--- src/rtl/probador_pkg.sv ---
// probador_pkg: shared states, expected gate truth table and fail_mask bit positions for probador_compuertas
package probador_pkg;
  typedef enum logic [1:0] {IDLE, SETTLE, CHECK, DONE} state_t;
  localparam int BIT_NOT  = 5;
  localparam int BIT_AND  = 4;
  localparam int BIT_OR   = 3;
  localparam int BIT_XOR  = 2;
  localparam int BIT_XNOR = 1;
  localparam int BIT_NAND = 0;
  localparam logic [5:0] EXP_TBL [4] = '{6'b100011, 6'b101101, 6'b001101, 6'b011010};
endpackage

--- src/rtl/probador_compuertas.sv ---
// probador_compuertas: drives A/B through 00,01,10,11 on start, checks Snot..Snand against the truth table; reports busy, done, pass, fail_mask, err_cnt
module probador_compuertas
  import probador_pkg::*;
#(
  parameter int unsigned SETTLE_CYC = 2
) (
  input  logic       clk,
  input  logic       rst_n,
  input  logic       start,
  output logic       A,
  output logic       B,
  input  logic       Snot,
  input  logic       Sand,
  input  logic       Sor,
  input  logic       Sxor,
  input  logic       Sxnor,
  input  logic       Snand,
  output logic       busy,
  output logic       done,
  output logic       pass,
  output logic [5:0] fail_mask,
  output logic [2:0] err_cnt
);
  localparam logic [7:0] LAST = 8'(SETTLE_CYC - 1);
  state_t     state_q, state_d;
  logic [1:0] vec_q, vec_d;
  logic [7:0] cnt_q, cnt_d;
  logic [5:0] mask_q, mask_d, got, mis;
  logic [2:0] err_q, err_d;
  logic       pass_q, pass_d;
  always_comb begin
    got           = '0;
    got[BIT_NOT]  = Snot;
    got[BIT_AND]  = Sand;
    got[BIT_OR]   = Sor;
    got[BIT_XOR]  = Sxor;
    got[BIT_XNOR] = Sxnor;
    got[BIT_NAND] = Snand;
    mis           = got ^ EXP_TBL[vec_q];
    state_d       = state_q;
    vec_d         = vec_q;
    cnt_d         = cnt_q;
    mask_d        = mask_q;
    err_d         = err_q;
    pass_d        = pass_q;
    unique case (state_q)
      IDLE: if (start) begin
        state_d = SETTLE;
        vec_d   = '0;
        cnt_d   = '0;
        mask_d  = '0;
        err_d   = '0;
        pass_d  = 1'b0;
      end
      SETTLE: begin
        cnt_d   = cnt_q + 8'd1;
        state_d = (cnt_q == LAST) ? CHECK : SETTLE;
      end
      CHECK: begin
        mask_d  = mask_q | mis;
        err_d   = err_q + {2'b00, |mis};
        cnt_d   = '0;
        state_d = (vec_q == 2'd3) ? DONE : SETTLE;
        vec_d   = (vec_q == 2'd3) ? vec_q : vec_q + 2'd1;
        pass_d  = (vec_q == 2'd3) ? (mask_d == '0) : pass_q;
      end
      DONE: state_d = IDLE;
    endcase
  end
  always_ff @(posedge clk) begin
    if (!rst_n) begin
      state_q <= IDLE;
      vec_q   <= '0;
      cnt_q   <= '0;
      mask_q  <= '0;
      err_q   <= '0;
      pass_q  <= 1'b0;
    end else begin
      state_q <= state_d;
      vec_q   <= vec_d;
      cnt_q   <= cnt_d;
      mask_q  <= mask_d;
      err_q   <= err_d;
      pass_q  <= pass_d;
    end
  end
  assign busy      = (state_q == SETTLE) || (state_q == CHECK);
  assign done      = (state_q == DONE);
  assign A         = busy & vec_q[1];
  assign B         = busy & vec_q[0];
  assign pass      = pass_q;
  assign fail_mask = mask_q;
  assign err_cnt   = err_q;
endmodule

--- config.mk ---
export PLATFORM = sky130hd
export DESIGN_NAME = probador_compuertas
export DESIGN_NICKNAME = d
export VERILOG_FILES = /design/src/rtl/probador_pkg.sv /design/src/rtl/probador_compuertas.sv
export SDC_FILE = /design/constraint.sdc
export NUM_CORES = 1
export LEC_CHECK = 0
export ABC_AREA = 1
export CAP_MARGIN = 5
export CORE_ASPECT_RATIO = 1.4
export CORE_MARGIN = 1.5
export CORE_UTILIZATION = 47
export DETAILED_ROUTE_END_ITERATION = 10
export GPL_TIMING_DRIVEN = 0
export PLACE_DENSITY = 0.82
export SLEW_MARGIN = 20
export SYNTH_ARGS = -nofsm -noshare
export SYNTH_HDL_FRONTEND = slang
export SYNTH_SLANG_ARGS = --single-unit
--- constraint.sdc ---
create_clock -name clk -period 1.9 [get_ports clk]
set_input_delay 0.285 -clock clk [delete_from_list [all_inputs] [get_ports clk]]
set_output_delay 0.285 -clock clk [all_outputs]
set_load 0.05 [all_outputs]
==> metrics.md <==
| Metric | Value |
|---|---|
| CP Cell Sequence | inv_4, ha_4, inv_2, nand2_2, nand4_1, nor2_1, nand4_1, ha_2, ha_4, xor2_1, nand3_1, a21oi_1 |
| Root Buffer | clkbuf_4 |
| Number of antenna violations at the first check in global routing | 0 |
| FF+latch area | 450.4 um^2 |
| GRT busiest layer | met2 |
| Initial core utilization | 50.47% |
| FF+latch count, synth | 22 |
| Die H | 66.36 um |
| DRC violations left | 0 |
| Core area | 2670 um^2 |
| H-Tree Level Count | 1 |
| Largest net degree at the start of global routing | 13 |
| Nets | 252 |
| CTS tree | built |
| Mean Syn Cell Area | 6.738 um^2 |
| Seq/Total Area, Yosys | 32.68% |
| GRT met1 Usage | 19.23% |
| Violated checks | negative setup slack |
| Layout cells sized above 1 | 16.45% |
| Synthesized area | 1348 um^2 |
| Hold violation count in the final report | 0 |
| Max_cap viols | 0 |
| Fmax | 508.7 MHz |
| Pwr dens | 532.6 nW/um^2 |
| Worst skew pair latency | 320 ps |
| Worst-path cell with the longest stage delay | dfxtp_4 |
| Final cell area excluding filler cells | 1752 um^2 |
| Clock Path Buffers | 2 |
| Final GP Congestion | 0.8369 |
| P_leak | 0.7983 nW |
| Num CTS Buffers | 3 |
| Iter 0 DRT Violations | 34 |
| Yosys warnings | 0 |
| Grt total ovfl | 0 |
| I/O pin cnt | 23 |
| Outcome | complete, but fails checks |
| # diodes | 0 |
| Rows | 22 |
| CTS clk-pin slew, worst paths | 140 ps |
| Fillers | 247 |
| First-pass GRT wire length | 4.857 mm |
| Synthesized net count | 220 |
| Detailed Routing Iterations Pass 1 | 4 |
| Vias in the first global route | 1,286 |
| Average via count per standard cell | 5.112 |
| Worst slew pin tran | 500.4 ps |
| DP Area | 1603 um^2 |
| Worst Path Max Fanout | 4 |
| R2R Setup Slk | -70 ps |
| RSZ-0062 raised after global routing | yes |
| CP Class | register to register |
| Worst slew margin | 66.53% |
| Total track usage | 20.60% |
| Synth Instances | 200 |
| Die X | 48.26 um |
| CP Capture Type | register |
| Layout area overhead | 29.99% |
| Worst setup SP type | register |
| Period minus WS final | 1966 ps |
| Most common cell after layout, fill and taps aside | nand2_1 |
| Post-DP HPWL | 2.286 mm |
| Period utilization | 103.5% |
| Area of the multi-input gates | 828.3 um^2 |
| Met3 usage | 3.552% |
| Slowest cell delay on critical path | 420 ps |
| Post-route ant nets | 0 |
| Final core utilization | 65.60% |
| Req. time, crit path | 2150 ps |
| Hold Path Class | input pin to register |
| Clock sink count | 22 |
| Wire per inst | 12.04 um |
| Vias | 1,365 |
| Die ar. | 3202 um^2 |
| Synth cell types | 25 |
| Worst Setup Slack, final | -65.71 ps |
| Max IR drop VDD | 0.3304 mV |
| Final setup violation count | 1 |
| Routed Wire Length | 3.216 mm |
| CP Data Arrival Time | 2210 ps |
| Commonest non-fill, non-tap cells in the layout | nand2_1, inv_1, nor2_1, dfxtp_1, a21oi_1 |
| IO buf count | 21 |
| Final Max Slew Viols | 0 |
| Final Skew | 10.96 ps |
| Global routing met2 resource utilization | 40.13% |
[cell families (layout without fill, tap and decap cells)]
group,count (synthesis),in the layout,synth area share (%)
simple gates,106,106,37.05
buf+inv,36,67,10.12
compound gates,24,24,9.285
flops,22,22,32.68
fa+ha+maj,11,11,10.21
xor+xnor,1,1,0.6501
[stage by stage]
step	setup TNS [ps]	hold WS, ps	cells	power (mW)	setup slack [ps]
2_1_floorplan	0	452.2	200	0.6230	44.50
3_3_place_gp	-669.8	461.2	257	0.6706	-199.9
3_5_place_dp	-808.2	461.9	257	0.6738	-228.6
4_1_cts	0	337.6	265	0.9361	2.844
5_1_grt	-294.4	363.5	267	0.9823	-166.1
6_report	-65.71	338.6	267	0.9330	-65.71
[worst max-delay path, delay by kind of cell (launching register included)]
| family | cells | cell delay, ps |
|---|---|---|
| fa+ha+maj | 3 | 640 |
| simple gates | 5 | 490 |
| flops | 1 | 420 |
| xor+xnor | 1 | 120 |
| buf+inv | 2 | 90 |
| compound gates | 1 | 140 |
[state kept, by name, indices dropped and copies added (netlist names)]
signal / count
cnt_q: 8
fail_mask: 6
err_cnt: 3
state_q: 2
vec_q: 2
pass: 1
[repair_timing]
| action | 4_1_cts | 5_1_grt |
|---|---|---|
| hold buffers | 0 | 0 |
| buffers inserted | 4 | 2 |
| resized for setup | 25 | 16 |
| setup endpoints to repair | 7 | 5 |
| pin swaps | 0 | 8 |
[cells in the mapped netlist]
master / instances / area, um^2
nand3b_1: 3 / 22.52
o21ai_2: 1 / 8.760
ha_1: 11 / 137.6
o21ai_0: 3 / 15.01
inv_1: 32 / 120.1
nand2_2: 1 / 6.260
dfxtp_1: 22 / 440.4
a21oi_1: 17 / 85.08
nand3_1: 12 / 60.06
nor2_8: 1 / 20.02
nor3_1: 4 / 20.02
nand4_1: 5 / 31.28
inv_2: 2 / 7.510
a31oi_1: 1 / 6.260
o21ai_1: 2 / 10.01
nor2_1: 18 / 67.56
nand4_2: 1 / 12.51
nand2_1: 55 / 206.5
buf_2: 1 / 5.000
nor2_2: 1 / 6.260
and2_1: 2 / 12.51
nand2_4: 1 / 11.26
clkbuf_1: 1 / 3.750
nor2_4: 2 / 22.52
xor2_1: 1 / 8.760
[power by group]
part	internal (mW)	switching [mW]
sequential	0.467	0.00882
combinational	0.0660	0.123
clock	0.117	0.151
[per-layer routing]
layer / vias to the layer above / share of wire (%)
met5: - / 0
met4: 0 / 2.2
met3: 9 / 3.9
met2: 32 / 55
met1: 626 / 39
li1: 698 / -
[final timing paths]
kind           startpoint           end  cells past startpoint
min reg2reg  fail_mask[5]  fail_mask[5]                      2
max              vec_q[1]    err_cnt[2]                     12
min                 rst_n  fail_mask[3]                      3
max reg2reg      vec_q[1]    err_cnt[2]                     12
[area by class of cell]
| cell class | count | area share (%) |
|---|---|---|
| plain buffers | 2 | 0.5000 |
| clock buffers | 4 | 2.071 |
| inverters | 34 | 7.571 |
| multi-input cells | 142 | 47.29 |
| flip-flops and latches | 22 | 25.71 |
| well taps | 36 | 2.571 |
| repair buffers | 27 | 14.29 |
No activity file was read; power rests on OpenSTA's default activity.
